<file path="config.mk">
export PLATFORM = sky130hd
export DESIGN_NAME = score_scan_sequencer_flat
export DESIGN_NICKNAME = d
export VERILOG_FILES = /design/src/rtl/score_scan_sequencer_if.sv /design/src/rtl/score_scan_sequencer.sv /design/src/flat_wrapper.sv
export SDC_FILE = /design/constraint.sdc
export NUM_CORES = 1
export LEC_CHECK = 0
export BUFFER_PORTS_ARGS = -buffer_cell sky130_fd_sc_hd__buf_2
export CORE_AREA = 2 2 149 151
export DETAILED_ROUTE_END_ITERATION = 8
export DIE_AREA = 0 0 151 153
export GPL_TIMING_DRIVEN = 1
export PLACE_DENSITY = 0.57
export SLEW_MARGIN = 10
export SYNTH_ARGS = -nofsm -noshare
export SYNTH_HDL_FRONTEND = slang
export SYNTH_SLANG_ARGS = --single-unit
</file>
<file path="constraint.sdc">
create_clock -name clk -period 2.5 [get_ports clk]
set_clock_uncertainty 0.1 [all_clocks]
set_input_delay 0.5 -clock clk [delete_from_list [all_inputs] [get_ports clk]]
set_output_delay 0.5 -clock clk [all_outputs]
set_load 0.02 [all_outputs]
</file>
<file path="src/rtl/score_scan_sequencer_if.sv">
// Score-stream bus between the scan sequencer and its controller / score consumer.
// Controller side drives frame start and weight writes; sequencer drives the stream.
interface score_scan_sequencer_if #(
    parameter int unsigned NUM_IN     = 8,
    parameter int unsigned NUM_NEURON = 4,
    parameter int unsigned SCORE_W    = 4,
    parameter int unsigned IIDX_W     = 3,
    parameter int unsigned NIDX_W     = 2
) ();
    logic                start;
    logic [NUM_IN-1:0]   spike_vec;
    logic                busy;
    logic                w_we;
    logic [NIDX_W-1:0]   w_neuron;
    logic [IIDX_W-1:0]   w_input;
    logic [SCORE_W-1:0]  w_data;
    logic                scan_start_en;
    logic                score_valid;
    logic [SCORE_W-1:0]  score_in;
    logic [NIDX_W-1:0]   neuron_idx;
    logic                scan_done;
    logic                frame_done;

    modport master (
        output start, spike_vec, w_we, w_neuron, w_input, w_data,
        input  busy, scan_start_en, score_valid, score_in, neuron_idx, scan_done, frame_done
    );

    modport slave (
        input  start, spike_vec, w_we, w_neuron, w_input, w_data,
        output busy, scan_start_en, score_valid, score_in, neuron_idx, scan_done, frame_done
    );
endinterface

</file>
<file path="src/rtl/score_scan_sequencer.sv">
// Scans each neuron's weight row against a latched spike vector and emits one score
// per input, framed by a clear strobe before and a done pulse after every scan.
module score_scan_sequencer #(
    parameter int unsigned NUM_IN     = 8,
    parameter int unsigned NUM_NEURON = 4,
    parameter int unsigned SCORE_W    = 4,
    parameter int unsigned IIDX_W     = 3,
    parameter int unsigned NIDX_W     = 2
) (
    input  logic                  clk,
    input  logic                  rst_n,
    score_scan_sequencer_if.slave bus
);

    localparam logic [IIDX_W-1:0] LAST_I = IIDX_W'(NUM_IN - 1);
    localparam logic [NIDX_W-1:0] LAST_N = NIDX_W'(NUM_NEURON - 1);

    typedef enum logic [1:0] {
        IDLE  = 2'd0,
        START = 2'd1,
        SCAN  = 2'd2,
        DONE  = 2'd3
    } state_t;

    state_t               state;
    state_t               state_next;
    logic [NIDX_W-1:0]    n_q;
    logic [NIDX_W-1:0]    n_next;
    logic [IIDX_W-1:0]    i_q;
    logic [IIDX_W-1:0]    i_next;
    logic [NUM_IN-1:0]    spike_q;
    logic [NUM_IN-1:0]    spike_next;
    logic [SCORE_W-1:0]   w_q [NUM_NEURON][NUM_IN];
    logic                 w_ok;

    logic                 busy_q;
    logic                 scan_start_en_q;
    logic                 score_valid_q;
    logic [SCORE_W-1:0]   score_in_q;
    logic [NIDX_W-1:0]    neuron_idx_q;
    logic                 scan_done_q;
    logic                 frame_done_q;

    logic                 busy_c;
    logic                 scan_start_en_c;
    logic                 score_valid_c;
    logic [SCORE_W-1:0]   score_in_c;
    logic [NIDX_W-1:0]    neuron_idx_c;
    logic                 scan_done_c;
    logic                 frame_done_c;

    // State, counters and latched spikes
    always_ff @(posedge clk or negedge rst_n) begin
        if (!rst_n) begin
            state   <= IDLE;
            n_q     <= '0;
            i_q     <= '0;
            spike_q <= '0;
        end else begin
            state   <= state_next;
            n_q     <= n_next;
            i_q     <= i_next;
            spike_q <= spike_next;
        end
    end

    // Next-state and counter sequencing
    always_comb begin
        state_next = state;
        n_next     = n_q;
        i_next     = i_q;
        spike_next = spike_q;
        case (state)
            IDLE: begin
                if (bus.start) begin
                    spike_next = bus.spike_vec;
                    n_next     = '0;
                    i_next     = '0;
                    state_next = START;
                end
            end
            START: begin
                i_next     = '0;
                state_next = SCAN;
            end
            SCAN: begin
                if (i_q == LAST_I) begin
                    state_next = DONE;
                end else begin
                    i_next = i_q + IIDX_W'(1);
                end
            end
            DONE: begin
                if (n_q == LAST_N) begin
                    n_next     = '0;
                    state_next = IDLE;
                end else begin
                    n_next     = n_q + NIDX_W'(1);
                    state_next = START;
                end
            end
            default: state_next = IDLE;
        endcase
    end

    // Outputs decoded from the upcoming state so they land registered in that state's cycle
    always_comb begin
        busy_c          = 1'b0;
        scan_start_en_c = 1'b0;
        score_valid_c   = 1'b0;
        score_in_c      = '0;
        neuron_idx_c    = '0;
        scan_done_c     = 1'b0;
        frame_done_c    = 1'b0;
        case (state_next)
            START: begin
                busy_c          = 1'b1;
                scan_start_en_c = 1'b1;
                neuron_idx_c    = n_next;
            end
            SCAN: begin
                busy_c        = 1'b1;
                score_valid_c = 1'b1;
                neuron_idx_c  = n_next;
                if (spike_next[i_next]) begin
                    score_in_c = w_q[n_next][i_next];
                end
            end
            DONE: begin
                busy_c       = 1'b1;
                neuron_idx_c = n_next;
                scan_done_c  = 1'b1;
                frame_done_c = (n_next == LAST_N);
            end
            default: ;
        endcase
    end

    always_ff @(posedge clk or negedge rst_n) begin
        if (!rst_n) begin
            busy_q          <= 1'b0;
            scan_start_en_q <= 1'b0;
            score_valid_q   <= 1'b0;
            score_in_q      <= '0;
            neuron_idx_q    <= '0;
            scan_done_q     <= 1'b0;
            frame_done_q    <= 1'b0;
        end else begin
            busy_q          <= busy_c;
            scan_start_en_q <= scan_start_en_c;
            score_valid_q   <= score_valid_c;
            score_in_q      <= score_in_c;
            neuron_idx_q    <= neuron_idx_c;
            scan_done_q     <= scan_done_c;
            frame_done_q    <= frame_done_c;
        end
    end

    // Weight table: writable only while idle, out-of-range indices dropped
    assign w_ok = ({1'b0, bus.w_neuron} < (NIDX_W + 1)'(NUM_NEURON)) &&
                  ({1'b0, bus.w_input}  < (IIDX_W + 1)'(NUM_IN));

    always_ff @(posedge clk or negedge rst_n) begin
        if (!rst_n) begin
            for (int nn = 0; nn < int'(NUM_NEURON); nn++) begin
                for (int ii = 0; ii < int'(NUM_IN); ii++) begin
                    w_q[nn][ii] <= '0;
                end
            end
        end else if (bus.w_we && !busy_q && w_ok) begin
            w_q[bus.w_neuron][bus.w_input] <= bus.w_data;
        end
    end

    assign bus.busy          = busy_q;
    assign bus.scan_start_en = scan_start_en_q;
    assign bus.score_valid   = score_valid_q;
    assign bus.score_in      = score_in_q;
    assign bus.neuron_idx    = neuron_idx_q;
    assign bus.scan_done     = scan_done_q;
    assign bus.frame_done    = frame_done_q;

endmodule

</file>
<file path="src/flat_wrapper.sv">
// flat-port wrapper written by rule: the top's interface ports become plain ports
module score_scan_sequencer_flat 
#(
    parameter int unsigned NUM_IN     = 8,
    parameter int unsigned NUM_NEURON = 4,
    parameter int unsigned SCORE_W    = 4,
    parameter int unsigned IIDX_W     = 3,
    parameter int unsigned NIDX_W     = 2
)
  (clk, rst_n, bus_start, bus_spike_vec, bus_w_we, bus_w_neuron, bus_w_input, bus_w_data, bus_busy, bus_scan_start_en, bus_score_valid, bus_score_in, bus_neuron_idx, bus_scan_done, bus_frame_done);
  score_scan_sequencer_if #(.NUM_IN(NUM_IN), .NUM_NEURON(NUM_NEURON), .SCORE_W(SCORE_W), .IIDX_W(IIDX_W), .NIDX_W(NIDX_W)) bus_i ();
  input  logic clk;
  input  logic rst_n;
  input wire logic [$bits(bus_i.start)-1:0] bus_start;
  input wire logic [$bits(bus_i.spike_vec)-1:0] bus_spike_vec;
  input wire logic [$bits(bus_i.w_we)-1:0] bus_w_we;
  input wire logic [$bits(bus_i.w_neuron)-1:0] bus_w_neuron;
  input wire logic [$bits(bus_i.w_input)-1:0] bus_w_input;
  input wire logic [$bits(bus_i.w_data)-1:0] bus_w_data;
  output wire logic [$bits(bus_i.busy)-1:0] bus_busy;
  output wire logic [$bits(bus_i.scan_start_en)-1:0] bus_scan_start_en;
  output wire logic [$bits(bus_i.score_valid)-1:0] bus_score_valid;
  output wire logic [$bits(bus_i.score_in)-1:0] bus_score_in;
  output wire logic [$bits(bus_i.neuron_idx)-1:0] bus_neuron_idx;
  output wire logic [$bits(bus_i.scan_done)-1:0] bus_scan_done;
  output wire logic [$bits(bus_i.frame_done)-1:0] bus_frame_done;
  assign bus_i.start = bus_start;
  assign bus_i.spike_vec = bus_spike_vec;
  assign bus_i.w_we = bus_w_we;
  assign bus_i.w_neuron = bus_w_neuron;
  assign bus_i.w_input = bus_w_input;
  assign bus_i.w_data = bus_w_data;
  assign bus_busy = bus_i.busy;
  assign bus_scan_start_en = bus_i.scan_start_en;
  assign bus_score_valid = bus_i.score_valid;
  assign bus_score_in = bus_i.score_in;
  assign bus_neuron_idx = bus_i.neuron_idx;
  assign bus_scan_done = bus_i.scan_done;
  assign bus_frame_done = bus_i.frame_done;
  score_scan_sequencer #(.NUM_IN(NUM_IN), .NUM_NEURON(NUM_NEURON), .SCORE_W(SCORE_W), .IIDX_W(IIDX_W), .NIDX_W(NIDX_W)) u_core (.clk(clk), .rst_n(rst_n), .bus(bus_i));
endmodule
</file>
# Word-level counts from Yosys, hierarchy flattened

Cells that the tools add are included.

Register bits after elaboration: 154
Bits of input ports: 21
Output and inout port bits: 11
Word-level logic and storage cells: 104

Add/sub/neg operators: 2
$lt $le $gt $ge: 7
Eq/ne operators: 9
Mux-type cells: 33
Bitwise logic cells: 4
Reduce and logical (&&, ||, !) cells: 6

Operators by type and width:

| cell                                                        | number |
|---|---|
| bitwise mux 128 bit                                         | 1 |
| 2-to-1 mux 32 bit                                           | 3 |
| binary-select mux 32 bit (select 2 bit)                     | 1 |
| demux 32 bit (select 2 bit)                                 | 1 |
| 2-to-1 mux 4 bit                                            | 5 |
| 2-to-1 mux 8 bit                                            | 2 |
| binary-select mux 4 bit (select 3 bit)                      | 1 |
| demux 4 bit (select 3 bit)                                  | 1 |
| == test 2 bit (second input constant)                       | 6 |
| 2-to-1 mux 2 bit                                            | 5 |
| one-hot mux 3 bit (3 select lines)                          | 1 |
| greater-or-equal comparator 4 bit (second input constant)   | 2 |
| NOT 3 -> 4 bit                                              | 2 |
| one-hot mux 2 bit (4 select lines)                          | 1 |
| 2-to-1 mux 1 bit                                            | 7 |
| greater-or-equal comparator 3 bit (second input constant)   | 2 |
| 2-to-1 mux 3 bit                                            | 2 |
| NOT 2 -> 3 bit                                              | 2 |
| == test 2 x 1 -> 1 bit (second input constant)              | 2 |
| less-than comparator 3 x 4 -> 1 bit (second input constant) | 1 |
| less-than comparator 4 x 1 -> 1 bit (second input constant) | 1 |
| one-hot mux 2 bit (2 select lines)                          | 1 |
| adder 3 x 1 -> 3 bit (second input constant)                | 1 |
| binary-select mux 1 bit (select 3 bit)                      | 1 |
| other kinds (7)                                             | 9 |

# Longest topological paths before layout

Depth in word-level cells: 12
Mapped depth: 12
Mapped depth without buffers: 10

# Worst setup path after synthesis

OpenSTA, ideal clock, no wires.

Path kind: reg-to-reg
Start: register u_core.state[0]
End: register u_core.score_in_q[1] (netlist: u_core.bus.score_in[1])
Library setup time: 0.096 ns
Data arrival time: 2.170 ns
Data required time: 2.304 ns
Path slack: 0.134 ns
Cell stages (with the launch flop): 11
Buffers on the path: 1
Clock period less this slack: 2.366 ns
Cell sequence: dfrtp_1 inv_1 ha_1 o21ai_4 and2_4 clkinv_2 buf_8 mux2i_1 a221oi_2 o31ai_1 nor4_2

Elaborated cells on any way between the ends: 23
Classes of those cells: eq/ne (4); mux (16); bitwise (2); reduce/logical (1)

RTL lines:

| what                                        | RTL line                    | source |
|---|---|---|
| from (decl)                                 | score_scan_sequencer.sv:25  | `state_t state;` |
| from (signal assigned)                      | score_scan_sequencer.sv:60  | `state <= state_next;` |
| == test 2 bit, or another cell as far along | score_scan_sequencer.sv:73  | `case (state)` |
| one-hot mux 2 bit (4 select lines) (*)      | score_scan_sequencer.sv:73  |  |
| via u_core.state_next[1]                    | score_scan_sequencer.sv:26  | `state_t state_next;` |
| == test 2 bit (*)                           | score_scan_sequencer.sv:115 | `case (state_next)` |
| 2-to-1 mux 4 bit (*)                        | score_scan_sequencer.sv:115 |  |
| via u_core.score_in_c[1]                    | score_scan_sequencer.sv:47  | `logic [SCORE_W-1:0] score_in_c;` |
| to (signal assigned)                        | score_scan_sequencer.sv:152 | `score_in_q <= score_in_c;` |
| to (decl)                                   | score_scan_sequencer.sv:39  | `logic [SCORE_W-1:0] score_in_q;` |

Mark *: on every way through the listed nets, which the timed path passes. The rest lies on a longest branch. The select of a mux whose other input is x is not followed.
A chain may end at the register's enable or synchronous reset.

# Worst setup path after layout

Start: register u_core.state[1]
End: register u_core.score_in_q[1] (netlist: u_core.bus.score_in[1])

Longest elaborated chain between the ends: 11
Elaborated cells on any way between the ends: 23
Classes of those cells: eq/ne (4); mux (16); bitwise (2); reduce/logical (1)

RTL lines:

| what                                                      | RTL line                    | source |
|---|---|---|
| == test 2 bit / logical NOT 2 bit (equally long branches) | score_scan_sequencer.sv:73  |  |
| one-hot mux 2 bit (2 select lines)                        | score_scan_sequencer.sv:73  |  |
| NOT 2 -> 3 bit (implied by the code)                      | score_scan_sequencer.sv:126 | `score_in_c = w_q[n_next][i_next];` |
| binary-select mux 32 bit (select 2 bit)                   | score_scan_sequencer.sv:126 |  |
| 2-to-1 mux 32 bit (implied by the code) (2 in series)     | score_scan_sequencer.sv:126 |  |
| binary-select mux 4 bit (select 3 bit)                    | score_scan_sequencer.sv:126 |  |
| 2-to-1 mux 4 bit (implied by the code) (2 in series)      | score_scan_sequencer.sv:126 |  |
| 2-to-1 mux 4 bit                                          | score_scan_sequencer.sv:125 | `if (spike_next[i_next]) begin` |
| 2-to-1 mux 4 bit (*)                                      | score_scan_sequencer.sv:115 |  |
| via u_core.score_in_c[1]                                  | score_scan_sequencer.sv:47  |  |

Marks and branches as above.

==> impl_metrics.ini <==
[run_status]
outcome = finished with violations
violations = negative setup slack

[min_path]
min_path_type = input port to flop

[routing]
vias = 5236
wire_per_inst_microns = 19.9
ant_nets = 0
drt_iter0_markers = 352
drcViolationCount = 0
first_pass_iters = 5
avgViaCountPerCell = 5.41
wl_microns = 19300

[worst_setup_path]
cp-startpoint = u_core.state[1]
critical_path_buf_inv_count = 4
crit_family = simple AND/OR/NAND/NOR gates
cp.arrival_ps = 2760
end_kind = flop
crit_fanout = 6
critPathMaxStageDelay_ps = 410
critical_path_required_ps = 2750
r2r_slack_ps = -20
crit_chain = inv_2, ha_4, nor2b_4, o21ai_4, and2_4, inv_8, buf_8, clkbuf_16, nand2_1, a221oi_1, nor3_1, nor4_2
critPathCapture = u_core.bus.score_in[1]
r2r-start = u_core.state[1]
worstRegToRegCells = 12
path_class = flop to flop
crit_slowest_cell = dfrtp_1
critPathLaunchType = flop
cp.depth = 12
timing.rr.end = u_core.bus.score_in[1]

[logic_synthesis]
synthesis.area_sq_um = 7400
synth.avg_cell_area_sq_um = 12.1
synth-seq-area-share_pct = 52.1
synth.distinct_cells = 49
synth-edff-count = 0
async_flop_share_pct = 100
ys_ff_latch = 154
synthCells = 612
yosys_warnings = 0
syn_nets = 639
synthFlopType = dfrtp_1

[floorplanning]
rows = 54
die_w_microns = 151
dieArea_sq_um = 23100
start_util_pct = 34.5
ios = 32
core_area_sq_um = 21500
die_y_microns = 153

[placed_design]
dp_cells = 929
port_buffers = 31
dp_slack_ps = -140
post-dp-hpwl_microns = 13000
gp_congestion = 0.840
place_area_sq_um = 8130

[global_route]
antenna_found_initial = 1
grt_pass1_wl_microns = 30600
grt_pass1_vias = 5605
grt_max_degree = 51
overflow = 0
track_usage_pct = 17.3

[sta]
slew_viol_final = 0
fmax_mhz = 397
setup_viol = 2
slew_headroom_pct = 50.8
tightest_slew_ps = 738
min_period_ps = 2520
final.setup.worst_slack_ps = -15.9
final-hold-violation-count = 0
rsz0062_at_grt = true
finalCritPeriodShare_pct = 101

[power_and_ir_drop]
cellPowerDensity_nw_per_um2 = 1160
peakVddDrop_v = 0.000538
p_leak_nw = 4.16
fin_total_pwr_w = 0.0105

[clock_tree]
cts_root_buf = clkbuf_16
numCtsBuffers = 17
cts_sinks = 154
max-clock-path-buffers = 2
clk_pin_slew_worst_paths_ps = 70
tritoncts = done
ctsHtreeMaxLevel = 4
insertion_delay_ps = 430

[final_layout]
drive_gt1_share_pct = 44.3
fin_util_pct = 42.5
diodes = 0
nFillCells = 1997
finalNonFillerCells = 968
syn_to_final_growth_pct = 23.3
design_area_sq_um = 9120
fin_nets = 702

[run]
cap_violations = 0
## worst min-delay path by stage
stage                           from                 to  slack [ps]  depth (start not counted)
global placement               rst_n     u_core.w_q[61]         370                          1
detailed placement             rst_n     u_core.w_q[61]         380                          1
floorplan                      rst_n    u_core.bus.busy         100                          0
global route        bus_spike_vec[3]  u_core.spike_q[3]         220                          2
CTS                 bus_spike_vec[0]  u_core.spike_q[0]         210                          2
finish              bus_spike_vec[0]  u_core.spike_q[0]         220                          2
## synthesized netlist by cell type (2+ instances only)
library cell	instances	area share (%)
o21ai_0	6	0.41
mux2_2	136	21
nor2b_1	5	0.42
buf_6	6	0.91
and2_1	4	0.34
a311oi_1	4	0.47
and3_1	15	1.3
clkbuf_1	21	1.1
nand2_1	63	3.2
ha_1	6	1.0
a211oi_1	5	0.51
a21boi_0	16	1.6
o32ai_1	8	0.95
a31o_2	8	0.95
nor4_2	2	0.34
nor3_1	12	0.81
mux2i_1	10	1.4
a21oi_1	33	2.2
a221oi_2	3	0.61
buf_2	5	0.34
nand3b_1	3	0.30
a221oi_1	17	2.0
nand3_1	3	0.20
nor4_1	2	0.17
o31ai_1	4	0.41
dfrtp_1	154	52
inv_1	6	0.30
nor2_1	22	1.1
nand2b_1	3	0.25
buf_4	4	0.41
a22oi_1	5	0.51
nor3b_1	4	0.41
## kinds of logic after synthesis
| family | Yosys count | synth area share (%) |
|---|---|---|
| flip-flops | 154 | 52.1 |
| buffers and inverters | 46 | 3.46 |
| AO/OA/AOI/OAI | 116 | 11.6 |
| adder cells (fa/ha/maj) | 6 | 1.01 |
| AND/OR/NAND/NOR | 143 | 9.62 |
| multiplexers | 147 | 22.2 |
## where the power goes
part           internal [W]  leakage (nW)  switching, W
sequential          0.00294          2.08      0.000244
combinational       0.00206          1.76       0.00242
clock               0.00180         0.321       0.00107
## state kept, by name, indices dropped and copies added (netlist names), 2 cells and up
register / count
u_core.w_q: 128
u_core.i_q: 3
u_core.bus.neuron_idx: 2
u_core.state: 2
u_core.bus.score_in: 4
u_core.spike_q: 8
u_core.n_q: 2
## worst register-to-register path, stage by stage, from the launching register on
cell and delay [ps]:
dfrtp_1 410, inv_2 90, ha_4 130, nor2b_4 250
o21ai_4 110, and2_4 200, inv_8 80, buf_8 130
clkbuf_16 140, nand2_1 60, a221oi_1 370, nor3_1 140
nor4_2 210
## cell type report
class,count,area (sq um),share of cell area (%)
Multi-Input combinational cell,412,3490,38.3
Inverter,9,46.3,0.507
Timing Repair Buffer,81,723,7.93
Clock buffer,18,439,4.81
Clock inverter,14,216,2.37
Tap cell,280,350,3.84
Sequential cell,154,3850,42.2
## stage by stage
stage	setup TNS (ps)	hold slack, ps
finish	-28.1	221
global route	-475	215
CTS	0	212
detailed placement	-475	379
global placement	-294	368
floorplan	0	104
## repair_timing
| action | 4_1_cts | 5_1_grt |
|---|---|---|
| hold buffers | 1 | 0 |
| gates cloned | 0 | 3 |
| endpoints found under the setup margin | 4 | 4 |
| pin swaps | 7 | 14 |
| buffers inserted | 0 | 3 |
| resized for setup | 23 | 23 |
| endpoints found under the hold margin | 46 | 0 |
## layer usage
metal | part of all wire (%) | track usage (%) | vias up
met1 | 46 | 23.4 | 2690
met5 | 0 | 0 | -
li1 | - | - | 2379
met3 | 4.0 | 3.79 | 32
met2 | 48 | 27.0 | 135
met4 | 2.3 | 6.76 | 0
## placed cells by master, fill, tap and decap left out, types with 4 or more instances in the layout
cell type	n
a21boi_0	16
a21oi_1	33
a221oi_1	6
a221oi_2	12
a22oi_2	4
a31o_2	8
and3_1	15
buf_12	9
buf_2	30
buf_4	33
buf_6	4
bufinv_16	5
clkbuf_16	20
clkinv_4	4
dfrtp_1	154
ha_1	4
inv_1	4
mux2_2	136
mux2i_1	10
nand2_1	61
nor2_1	22
nor2b_1	5
nor3_1	9
o21ai_0	6
o32ai_1	8
Note: power is estimated with default switching activity, not from simulation.
